==> src/rtl/izh_pkg.sv <==
// Shared definitions for the Izhikevich neuron update datapath and its sequencer.
package izh_pkg;

  // 17-bit sign-magnitude fixed point: bit 16 sign, [15:8] integer, [7:0] fraction.
  localparam int FIX_W        = 17;
  localparam int FIX_SIGN_BIT = 16;

  typedef logic [FIX_W-1:0] fix_t;

  // Spike threshold, +30.0 in the fixed-point format above.
  localparam fix_t V_THRESH = 17'h01E00;

  // Sequencer states.
  typedef enum logic [1:0] {
    ST_IDLE  = 2'd0,
    ST_SWEEP = 2'd1,
    ST_DRAIN = 2'd2,
    ST_DONE  = 2'd3
  } seq_state_e;

  // True when a fixed-point value carries a negative sign.
  function automatic logic fix_is_neg(input fix_t x);
    return x[FIX_SIGN_BIT];
  endfunction

endpackage

==> src/rtl/neuron_update_sequencer_spike_fifo.sv <==
// Synchronous spike-index FIFO; exposes its fill count so the sequencer can
// reserve room for every result still travelling through the pipeline.
module spike_fifo
  import izh_pkg::*;
#(
  parameter  int DEPTH = 8,
  parameter  int WIDTH = 6,
  localparam int CNT_W = $clog2(DEPTH) + 1
) (
  input  logic             clk_i,
  input  logic             rst_i,
  input  logic             push_i,
  input  logic [WIDTH-1:0] push_data_i,
  input  logic             pop_i,
  output logic             valid_o,
  output logic [WIDTH-1:0] head_o,
  output logic [CNT_W-1:0] count_o
);

  localparam int PTR_W = $clog2(DEPTH);

  logic [WIDTH-1:0] mem_q [DEPTH];
  logic [PTR_W-1:0] wr_ptr_q, rd_ptr_q;
  logic [CNT_W-1:0] count_q;
  logic             full;
  logic             do_push, do_pop;

  assign valid_o = (count_q != '0);
  assign full    = (count_q == CNT_W'(DEPTH));
  assign do_pop  = pop_i && valid_o;
  // A full FIFO still accepts a push when the head leaves in the same cycle.
  assign do_push = push_i && (!full || do_pop);
  assign head_o  = valid_o ? mem_q[rd_ptr_q] : '0;
  assign count_o = count_q;

  // Storage array; contents are don't-care until written, so no reset.
  always_ff @(posedge clk_i) begin
    if (do_push) begin
      mem_q[wr_ptr_q] <= push_data_i;
    end
  end

  // Pointers and fill count.
  always_ff @(posedge clk_i) begin
    if (rst_i) begin
      wr_ptr_q <= '0;
      rd_ptr_q <= '0;
      count_q  <= '0;
    end else begin
      if (do_push) begin
        wr_ptr_q <= wr_ptr_q + PTR_W'(1);
      end
      if (do_pop) begin
        rd_ptr_q <= rd_ptr_q + PTR_W'(1);
      end
      unique case ({do_push, do_pop})
        2'b10:   count_q <= count_q + CNT_W'(1);
        2'b01:   count_q <= count_q - CNT_W'(1);
        default: count_q <= count_q;
      endcase
    end
  end

  // An overflowing push means the upstream credit check is broken.
  assert property (@(posedge clk_i) disable iff (rst_i) !(push_i && full && !do_pop))
    else $error("spike_fifo: push while full");

endmodule

==> src/rtl/neuron_update_sequencer.sv <==
// Sweeps every neuron index once per timestep through the Izhikevich update
// pipeline, writes the updated state back and queues fired indices for routing.
//
//  state | meaning
//  IDLE  | waiting for start
//  SWEEP | issuing reads, one index per cycle while FIFO credit allows
//  DRAIN | all indices issued, waiting for the pipeline to empty
//  DONE  | one-cycle completion pulse
module neuron_update_sequencer
  import izh_pkg::*;
#(
  parameter int N_NEURONS  = 64,
  parameter int IDX_W      = 6,
  parameter int PIPE_LAT   = 4,
  parameter int FIFO_DEPTH = 8
) (
  input  logic             clk_i,
  input  logic             rst_i,
  input  logic             start_i,
  output logic             busy_o,
  output logic             done_o,
  output logic [IDX_W:0]   spike_count_o,
  output logic             rd_en_o,
  output logic [IDX_W-1:0] rd_addr_o,
  input  logic [FIX_W-1:0] rd_v_i,
  input  logic [FIX_W-1:0] rd_u_i,
  input  logic [FIX_W-1:0] rd_i_i,
  input  logic [FIX_W-1:0] rd_a_i,
  input  logic [FIX_W-1:0] rd_b_i,
  input  logic [FIX_W-1:0] rd_c_i,
  input  logic [FIX_W-1:0] rd_d_i,
  output logic [FIX_W-1:0] pipe_v_o,
  output logic [FIX_W-1:0] pipe_u_o,
  output logic [FIX_W-1:0] pipe_i_o,
  output logic [FIX_W-1:0] pipe_a_o,
  output logic [FIX_W-1:0] pipe_b_o,
  output logic [FIX_W-1:0] pipe_c_o,
  output logic [FIX_W-1:0] pipe_d_o,
  input  logic [FIX_W-1:0] pipe_v_prime_i,
  input  logic [FIX_W-1:0] pipe_u_prime_i,
  input  logic             pipe_fired_i,
  output logic             wr_en_o,
  output logic [IDX_W-1:0] wr_addr_o,
  output logic [FIX_W-1:0] wr_v_o,
  output logic [FIX_W-1:0] wr_u_o,
  output logic             spk_valid_o,
  input  logic             spk_ready_i,
  output logic [IDX_W-1:0] spk_idx_o
);

  localparam int CNT_W  = $clog2(FIFO_DEPTH) + 1;
  localparam int CRED_W = 16;
  localparam logic [IDX_W-1:0] LAST_IDX = IDX_W'(N_NEURONS - 1);

  seq_state_e       state_q, state_d;
  logic [IDX_W-1:0] idx_q, idx_d;
  logic [IDX_W:0]   spk_cnt_q, spk_cnt_d;

  // Tracker: stage 0 holds the index whose read data is on the pipeline
  // inputs; stage PIPE_LAT holds the index whose result is on the outputs.
  logic [PIPE_LAT:0] trk_vld_q;
  logic [IDX_W-1:0]  trk_idx_q [PIPE_LAT+1];

  logic              issue;
  logic              accept_start;
  logic              exit_vld;
  logic              push;
  logic              trk_busy_after;
  logic [CNT_W-1:0]  fifo_count;
  logic [CRED_W-1:0] in_flight;
  logic [CRED_W-1:0] free_slots;
  logic              credit_ok;

  // Count results that are still going to land (each may need a FIFO slot).
  always_comb begin
    in_flight = '0;
    for (int k = 0; k <= PIPE_LAT; k++) begin
      in_flight = in_flight + CRED_W'(trk_vld_q[k]);
    end
  end

  assign free_slots = CRED_W'(FIFO_DEPTH) - CRED_W'(fifo_count);
  // Strictly greater: the new issue needs a slot on top of everything in flight.
  assign credit_ok  = (free_slots > in_flight);

  // Anything still in flight after the exiting stage moves out this cycle.
  assign trk_busy_after = |trk_vld_q[PIPE_LAT-1:0];

  assign accept_start = (state_q == ST_IDLE) && start_i && !rst_i;

  // Next-state, index counter and read issue.
  always_comb begin
    state_d = state_q;
    idx_d   = idx_q;
    issue   = 1'b0;
    unique case (state_q)
      ST_IDLE: begin
        if (start_i) begin
          state_d = ST_SWEEP;
          idx_d   = '0;
        end
      end
      ST_SWEEP: begin
        if (credit_ok) begin
          issue = 1'b1;
          idx_d = idx_q + IDX_W'(1);
          if (idx_q == LAST_IDX) begin
            state_d = ST_DRAIN;
          end
        end
      end
      ST_DRAIN: begin
        if (!trk_busy_after) begin
          state_d = ST_DONE;
        end
      end
      ST_DONE: begin
        state_d = ST_IDLE;
      end
      default: begin
        state_d = ST_IDLE;
      end
    endcase
  end

  // Saturating per-sweep spike counter.
  always_comb begin
    spk_cnt_d = spk_cnt_q;
    if (accept_start) begin
      spk_cnt_d = '0;
    end else if (push && (spk_cnt_q != '1)) begin
      spk_cnt_d = spk_cnt_q + (IDX_W+1)'(1);
    end
  end

  // FSM, index and spike counter registers.
  always_ff @(posedge clk_i) begin
    if (rst_i) begin
      state_q   <= ST_IDLE;
      idx_q     <= '0;
      spk_cnt_q <= '0;
    end else begin
      state_q   <= state_d;
      idx_q     <= idx_d;
      spk_cnt_q <= spk_cnt_d;
    end
  end

  // Tracker valid bits follow each issued read through the pipeline latency.
  always_ff @(posedge clk_i) begin
    if (rst_i) begin
      trk_vld_q <= '0;
    end else begin
      trk_vld_q <= {trk_vld_q[PIPE_LAT-1:0], issue && !rst_i};
    end
  end

  // Tracker index bits shift alongside the valid bits.
  always_ff @(posedge clk_i) begin
    if (rst_i) begin
      for (int k = 0; k <= PIPE_LAT; k++) begin
        trk_idx_q[k] <= '0;
      end
    end else begin
      trk_idx_q[0] <= idx_q;
      for (int k = 1; k <= PIPE_LAT; k++) begin
        trk_idx_q[k] <= trk_idx_q[k-1];
      end
    end
  end

  // Results are only acted on when the tracker says a real neuron is exiting;
  // reset gates this so nothing in flight is written during the reset cycle.
  assign exit_vld = trk_vld_q[PIPE_LAT] && !rst_i;
  assign push     = exit_vld && pipe_fired_i;

  assign rd_en_o   = issue && !rst_i;
  assign rd_addr_o = rd_en_o ? idx_q : '0;

  assign pipe_v_o = rd_v_i;
  assign pipe_u_o = rd_u_i;
  assign pipe_i_o = rd_i_i;
  assign pipe_a_o = rd_a_i;
  assign pipe_b_o = rd_b_i;
  assign pipe_c_o = rd_c_i;
  assign pipe_d_o = rd_d_i;

  assign wr_en_o   = exit_vld;
  assign wr_addr_o = exit_vld ? trk_idx_q[PIPE_LAT] : '0;
  assign wr_v_o    = exit_vld ? pipe_v_prime_i : '0;
  assign wr_u_o    = exit_vld ? pipe_u_prime_i : '0;

  assign busy_o        = (state_q != ST_IDLE);
  assign done_o        = (state_q == ST_DONE);
  assign spike_count_o = spk_cnt_q;

  spike_fifo #(
    .DEPTH (FIFO_DEPTH),
    .WIDTH (IDX_W)
  ) u_spike_fifo (
    .clk_i       (clk_i),
    .rst_i       (rst_i),
    .push_i      (push),
    .push_data_i (trk_idx_q[PIPE_LAT]),
    .pop_i       (spk_ready_i),
    .valid_o     (spk_valid_o),
    .head_o      (spk_idx_o),
    .count_o     (fifo_count)
  );

endmodule
==> config.mk <==
export PLATFORM = sky130hd
export DESIGN_NAME = neuron_update_sequencer
export DESIGN_NICKNAME = d
export VERILOG_FILES = /design/src/rtl/izh_pkg.sv /design/src/rtl/neuron_update_sequencer_spike_fifo.sv /design/src/rtl/neuron_update_sequencer.sv
export SDC_FILE = /design/constraint.sdc
export NUM_CORES = 1
export LEC_CHECK = 0
export ABC_AREA = 1
export CELL_PAD_IN_SITES_DETAIL_PLACEMENT = 1
export CELL_PAD_IN_SITES_GLOBAL_PLACEMENT = 2
export CORE_MARGIN = 10
export CORE_UTILIZATION = 36
export DETAILED_ROUTE_END_ITERATION = 10
export DONT_BUFFER_PORTS = 1
export PLACE_DENSITY = 0.87
export SYNTH_ARGS = -nofsm -noshare
export SYNTH_HDL_FRONTEND = slang
export SYNTH_SLANG_ARGS = --single-unit
==> constraint.sdc <==
create_clock -name clk_i -period 5.26 [get_ports clk_i]
set_clock_uncertainty 0.05 [all_clocks]
set_input_delay 0.263 -clock clk_i [delete_from_list [all_inputs] [get_ports clk_i]]
set_output_delay 0.263 -clock clk_i [all_outputs]
set_load 0.005 [all_outputs]
==> results.py, run 1 <==
metrics = {
    "cells_and_area": {
        "regArea_um2": 2700,
        "nets": 757,
        "drive_above_1_share_pct": 5.31,
        "final_cell_mix": "nor2_1 (161), inv_1 (108), dfxtp_1 (63), nand2_1 (50), edfxtp_1 (48)",
        "areaGrowthSynthToFinish_pct": -6.31,
        "multi_input_area_um2": 1750,
        "fill_cells": 1909,
        "antenna_cells": 0,
        "layout_commonest_cell": "nor2_1",
        "final_core_util_pct": 34.4,
    },
    "sta": {
        "fmax_ghz": 0.305,
        "finalHoldViolations": 0,
        "tightest_slew_ps": 1210,
        "finalMaxSlewViolations": 0,
        "post-route-min-period_ps": 3280,
        "setup_viol": 0,
        "slew_headroom_pct": 18.9,
        "min_period_over_period_pct": 62.4,
        "rsz0062_at_grt": "no",
        "setup_tns_ps": 0,
    },
    "critical_path": {
        "timing.rr.start": "trk_vld_q[0]",
        "r2r_slack_ps": 2530,
        "rr_endpoint": "idx_q[0]",
        "cp_slowest_cell": "fa_1",
        "crit_path_start_kind": "flop",
        "crit_path_end_kind": "output pin",
        "critPathRequiredTime_ps": 4950,
        "worstPathArrival_ps": 2970,
        "cp_max_fo": 8,
        "path_class": "flop to output pin",
        "slowest_delay_ps": 500,
        "reg2reg_depth": 15,
        "path_cells": "inv_1, fa_1, fa_1, inv_1, ha_1, inv_1, ha_1, nand3b_1, nand2_1, nand2_1, nand2_1, nand3_1, nor2_1",
    },
    "detailed_routing": {
        "ant_nets": 0,
        "firstDrtPassIters": 4,
        "drt_iter0_drc": 128,
        "drc": 0,
        "wl_per_cell_um": 16.9,
        "num_vias": 3746,
        "totalWireLength_mm": 13.5,
        "vias_per_cell": 4.68,
    },
    "pwr": {
        "p_leak_nw": 2.20,
        "ir_drop_uv": 209,
        "powerDensity_nw_per_um2": 418,
        "power.total_mw": 2.28,
    },
    "min_path": {
        "worstHoldPathCells": 3,
        "holdCritPathClass": "primary input to flop",
        "min_to": "spike_count_o[1]",
        "hp-start": "rst_i",
    },
    "floorplanning": {
        "initial_core_util_pct": 36.7,
        "rows": 46,
        "die_area_um2": 21700,
        "io_pins": 341,
        "die_w_um": 147,
        "core_area_um2": 15900,
        "dieHeight_um": 147,
    },
    "yosys": {
        "synth_top_area_share_pct": 24.7,
        "synth_cells": 702,
        "yosysSeqAreaShare_pct": 46.4,
        "syn-num-nets": 880,
        "ys_types": 35,
        "synth_area_per_cell_um2": 8.31,
        "ys_top_cells_by_area": "edfxtp_1 (25%), dfxtp_1 (22%), buf_4 (15%), nor2_1 (10%), inv_1 (7.0%)",
        "yosysTopAreaCell": "edfxtp_1",
        "synth_area_um2": 5830,
        "ys_seq_elements": 111,
        "yosys_warnings": 0,
    },
    "grt": {
        "antenna_found_initial": 0,
        "gr-total-overflow": 0,
        "grtUsageTotal_pct": 12.2,
        "grt_pass1_vias": 4044,
        "grt_start_max_net_pins": 42,
        "grt_pass1_wl_mm": 21.5,
    },
    "clock_tree": {
        "post_cts_resized": 0,
        "clk_latency_ps": 350,
        "clock-sinks": 111,
        "cts_buffers": 9,
        "post_cts_buffers": 0,
        "clockBufferDepth": 2,
        "postCtsHoldBufs": 1,
        "cts_htree_levels": 3,
        "clkTransAtPathRegs_ps": 70,
        "clockRootBuffer": "clkbuf_16",
        "tritoncts": "built",
    },
    "run": {
        "drv_cap": 0,
    },
    "placement": {
        "portBuffers": 0,
        "hpwl_mm": 10.5,
        "place.gp.congestion": 0.772,
    },
    "outcome": {
        "status": "finished clean",
    },
}
[flip-flops by register name (all words and copies together) (netlist names), named ones only]
register / flops
spike_count_o: 7
trk_vld_q: 5
state_q: 2
u_spike_fifo.mem_q: 48
idx_q: 6
trk_idx_q: 30
u_spike_fifo.rd_ptr_q: 3
u_spike_fifo.wr_ptr_q: 3
u_spike_fifo.count_o: 4
[synth_stat cells, drive strengths merged]
master / count
nor2: 163
buf: 127
inv: 112
dfxtp: 63
nand2: 54
edfxtp: 48
o21ai: 40
nand3: 23
a21oi: 18
ha: 17
clkbuf: 8
mux2i: 6
o22ai: 6
fa: 3
xnor2: 3
nand3b: 2
or2: 2
xor2: 2
a31oi: 1
a41oi: 1
nand4: 1
nor3b: 1
o21a: 1
[cells by family (layout without fill, tap and decap cells)]
family	Yosys count	count (layout)	synth area share, %
mux	6	6	1.03
xor+xnor	5	5	0.751
fa+ha+maj	20	20	4.68
compound gates	67	67	6.14
simple gates	246	246	17.4
flops	111	111	46.4
buf+inv	247	129	23.7
[final cells by class]
| cell class | count | share of cell area, % |
|---|---|---|
| repair buffers | 1 | 0.366 |
| flip-flops and latches | 111 | 49.5 |
| multi-input cells | 344 | 32.0 |
| clock inverters | 7 | 1.40 |
| well taps | 216 | 4.95 |
| clock buffers | 9 | 4.12 |
| inverters | 112 | 7.70 |
[critical path, delay by kind of cell, from the launching register on]
| family | cells | cell delay [ps] |
|---|---|---|
| AND/OR/NAND/NOR | 6 | 810 |
| adder cells (fa/ha/maj) | 4 | 1310 |
| flip-flops | 1 | 310 |
| buffers and inverters | 3 | 180 |
[worst max path at each step]
stage                      start      endpoint  slack, ps
floorplan           trk_vld_q[0]  rd_addr_o[0]       2650
global placement    trk_vld_q[0]  rd_addr_o[3]       2390
detailed placement  trk_vld_q[0]  rd_addr_o[2]       2290
CTS                 trk_vld_q[0]  rd_addr_o[2]       1910
global route        trk_vld_q[0]  rd_addr_o[2]       1690
finish              trk_vld_q[0]  rd_addr_o[2]       1980
[power by group]
| part | switching [mW] | internal [mW] | leakage, nW |
|---|---|---|---|
| registers | 0.0664 | 0.951 | 0.955 |
| clock network | 0.315 | 0.374 | 0.146 |
| logic | 0.376 | 0.203 | 1.10 |
| total | 0.757 | 1.53 | 2.20 |
[stage by stage]
step	cell area (um2)	cells	setup slack (ps)	hold WS, ps
final	5460	800	1980	56.4
after global routing	5460	800	1690	108
after CTS	5460	800	1910	47.1
after detailed placement	5140	783	2290	292
after global placement	5140	783	2390	290
after floorplan	5830	702	2650	338
[per-layer routing]
layer	up-vias	share of wire [%]	track usage, %
li1	1796	-	-
met1	1767	38	12.5
met2	144	50	20.9
met3	39	9.5	5.99
met4	0	2.0	5.00
met5	-	0	0.948
Note: power is estimated with default switching activity, not from simulation.
==> run 2, diff against run 1 <==
--- a/config.mk
+++ b/config.mk
@@ -9,10 +9,10 @@
 export CELL_PAD_IN_SITES_DETAIL_PLACEMENT = 1
 export CELL_PAD_IN_SITES_GLOBAL_PLACEMENT = 2
 export CORE_MARGIN = 10
-export CORE_UTILIZATION = 36
+export CORE_UTILIZATION = 30
 export DETAILED_ROUTE_END_ITERATION = 10
 export DONT_BUFFER_PORTS = 1
-export PLACE_DENSITY = 0.87
+export PLACE_DENSITY = 0.78
 export SYNTH_ARGS = -nofsm -noshare
 export SYNTH_HDL_FRONTEND = slang
 export SYNTH_SLANG_ARGS = --single-unit
==> constraint.sdc (replaced) <==
create_clock -name clk_i -period 2.95 [get_ports clk_i]
set_clock_uncertainty 0.05 [all_clocks]
set_input_delay 0.1475 -clock clk_i [delete_from_list [all_inputs] [get_ports clk_i]]
set_output_delay 0.1475 -clock clk_i [all_outputs]
set_load 0.005 [all_outputs]
==> results.py, run 2 (synthesis gave the netlist of run 1 again) <==
metrics = {
    "pwr": {
        "powerDensity_nw_per_um2": 747,
        "ir_drop_uv": 448,
        "p_leak_nw": 2.24,
        "power.total_mw": 4.25,
    },
    "placement": {
        "hpwl_mm": 11.1,
        "place.gp.congestion": 0.726,
        "portBuffers": 0,
        "place_area_um2": 5220,
    },
    "critical_path": {
        "cpLargestDelayFamily": "adder cells",
        "worstPathArrival_ps": 2820,
        "path_cells": "inv_2, fa_1, fa_2, inv_2, ha_4, inv_2, ha_4, nand3b_1, nand2_1, nand2_2, nand2_2, nand3_4, nor2_4",
        "slowest_delay_ps": 590,
        "worst-path-buf-inv": 3,
        "crit_path_end_kind": "output pin",
        "r2r_slack_ps": 210,
        "critPathRequiredTime_ps": 2750,
        "reg2reg_depth": 16,
        "timing.rr.start": "trk_vld_q[0]",
        "critical_path.most_common_cell": "inv_2",
        "cp_max_fo": 8,
        "path_class": "flop to output pin",
        "crit_path_start_kind": "flop",
        "rr_endpoint": "idx_q[0]",
        "cp_slowest_cell": "fa_1",
    },
    "sta": {
        "setup_viol": 7,
        "finalMaxSlewViolations": 0,
        "min_period_over_period_pct": 102,
        "rsz0062_at_grt": "yes",
        "slew_headroom_pct": 46.5,
        "post-route-min-period_ps": 3020,
        "finalHoldViolations": 0,
        "setup_slack_ps": -67.9,
        "fmax_ghz": 0.331,
        "setup_tns_ps": -318,
        "tightest_slew_ps": 802,
    },
    "cells_and_area": {
        "layout_commonest_cell": "nor2_1",
        "areaGrowthSynthToFinish_pct": -2.45,
        "antenna_cells": 0,
        "drive_above_1_share_pct": 9.98,
        "largest_reg_flops": 48,
        "fin_area_um2": 5690,
        "top_register": "u_spike_fifo.mem_q",
        "final_cell_mix": "nor2_1 (155), inv_1 (102), dfxtp_1 (61), nand2_1 (48), edfxtp_1 (48)",
        "nets": 764,
    },
    "min_path": {
        "holdCritPathClass": "primary input to flop",
        "worstHoldPathCells": 2,
        "min_to": "trk_vld_q[1]",
        "hp-start": "rst_i",
    },
    "clock_tree": {
        "clk_latency_ps": 360,
        "tritoncts": "built",
        "cts_htree_levels": 3,
        "clkTransAtPathRegs_ps": 70,
        "clockRootBuffer": "clkbuf_16",
        "clockBufferDepth": 2,
        "cts_buffers": 9,
        "clock-sinks": 111,
    },
    "floorplanning": {
        "rows": 50,
        "io_pins": 341,
        "dieHeight_um": 159,
        "initial_core_util_pct": 30.9,
        "die_w_um": 159,
        "die_area_um2": 25400,
        "core_area_um2": 18900,
    },
    "detailed_routing": {
        "firstDrtPassIters": 4,
        "totalWireLength_mm": 14.5,
        "num_vias": 3795,
        "wl_per_cell_um": 17.1,
        "vias_per_cell": 4.46,
        "drt_iter0_drc": 136,
        "drc": 0,
        "ant_nets": 0,
    },
    "outcome": {
        "violations": "setup timing",
        "status": "finished, violations left",
    },
    "run": {
        "drv_cap": 0,
    },
    "grt": {
        "antenna_found_initial": 0,
        "grt_pass1_wl_mm": 22.5,
        "grt_start_max_net_pins": 42,
        "gr-total-overflow": 0,
        "grt_pass1_vias": 4162,
        "grtUsageTotal_pct": 11.1,
    },
}
run 2: changes by cell type in the layout (fill, tap and decap cells not counted), moves of 2 or more:
cell,change
nor2_4,+6
nand2_2,+2
ha_1,-3
buf_4,+6
ha_4,+3
inv_2,+6
nand2_1,-2
dfxtp_2,+2
inv_1,-6
nor2_1,-6
dfxtp_1,-2
run 2: how the worst max path moves through the flow:
stage	start	end	slack, ps	depth (start not counted)
final	trk_vld_q[0]	rd_addr_o[3]	-70	13
after global routing	trk_vld_q[0]	rd_addr_o[3]	-190	13
after CTS	trk_vld_q[0]	rd_addr_o[4]	-120	13
after detailed placement	trk_vld_q[1]	rd_addr_o[2]	20	13
after global placement	trk_vld_q[0]	rd_addr_o[5]	140	13
after floorplan	trk_vld_q[0]	rd_addr_o[0]	450	13
run 2: area by class of cell:
class,count,area [um2]
clock buffer,10,250
fill,2268,13200
tap,260,325
multi-input combinational,344,1850
inverter,112,420
timing repair buffer,8,75.1
clock inverter,6,61.3
sequential,111,2710
run 2: worst reg2reg max path: cells and delay by family, from the launching register on:
| family | cells | cell delay, ps |
|---|---|---|
| buf+inv | 5 | 320 |
| compound gates | 1 | 130 |
| flops | 1 | 320 |
| fa+ha+maj | 4 | 1260 |
| simple gates | 6 | 560 |
run 2: metrics by stage:
stage | std cells | utilization [%] | setup WS [ps] | hold WS, ps
2_1_floorplan | 702 | - | 452 | 280
3_3_place_gp | 830 | 27.6 | 140 | 179
3_5_place_dp | 830 | 27.6 | 18.5 | 181
4_1_cts | 849 | 30.0 | -117 | 13.0
5_1_grt | 851 | 30.1 | -191 | 25.3
6_report | 851 | 30.1 | -67.9 | 20.8
run 2: per-layer routing:
| layer | global-route usage [%] | up-vias | share of wire [%] |
|---|---|---|---|
| li1 | - | 1811 | - |
| met3 | 6.56 | 31 | 9.8 |
| met4 | 3.20 | 4 | 1.3 |
| met1 | 11.4 | 1808 | 39 |
| met5 | 2.56 | - | 0.54 |
| met2 | 18.5 | 141 | 49 |
run 2: repair_timing:
| item | CTS | global route |
|---|---|---|
| cloned | 0 | 0 |
| buffers inserted | 1 | 2 |
| hold buffers | 2 | 0 |
| hold endpoints to repair | 39 | 0 |
| pin swaps | 11 | 9 |
| gates resized for setup | 28 | 1 |
| setup endpoints to repair | 7 | 7 |
run 2: report_power, final:
part,total [mW],internal (mW),switching (mW)
clock,1.24,0.647,0.597
sequential,1.80,1.70,0.106
combinational,1.20,0.435,0.767
total,4.25,2.78,1.47
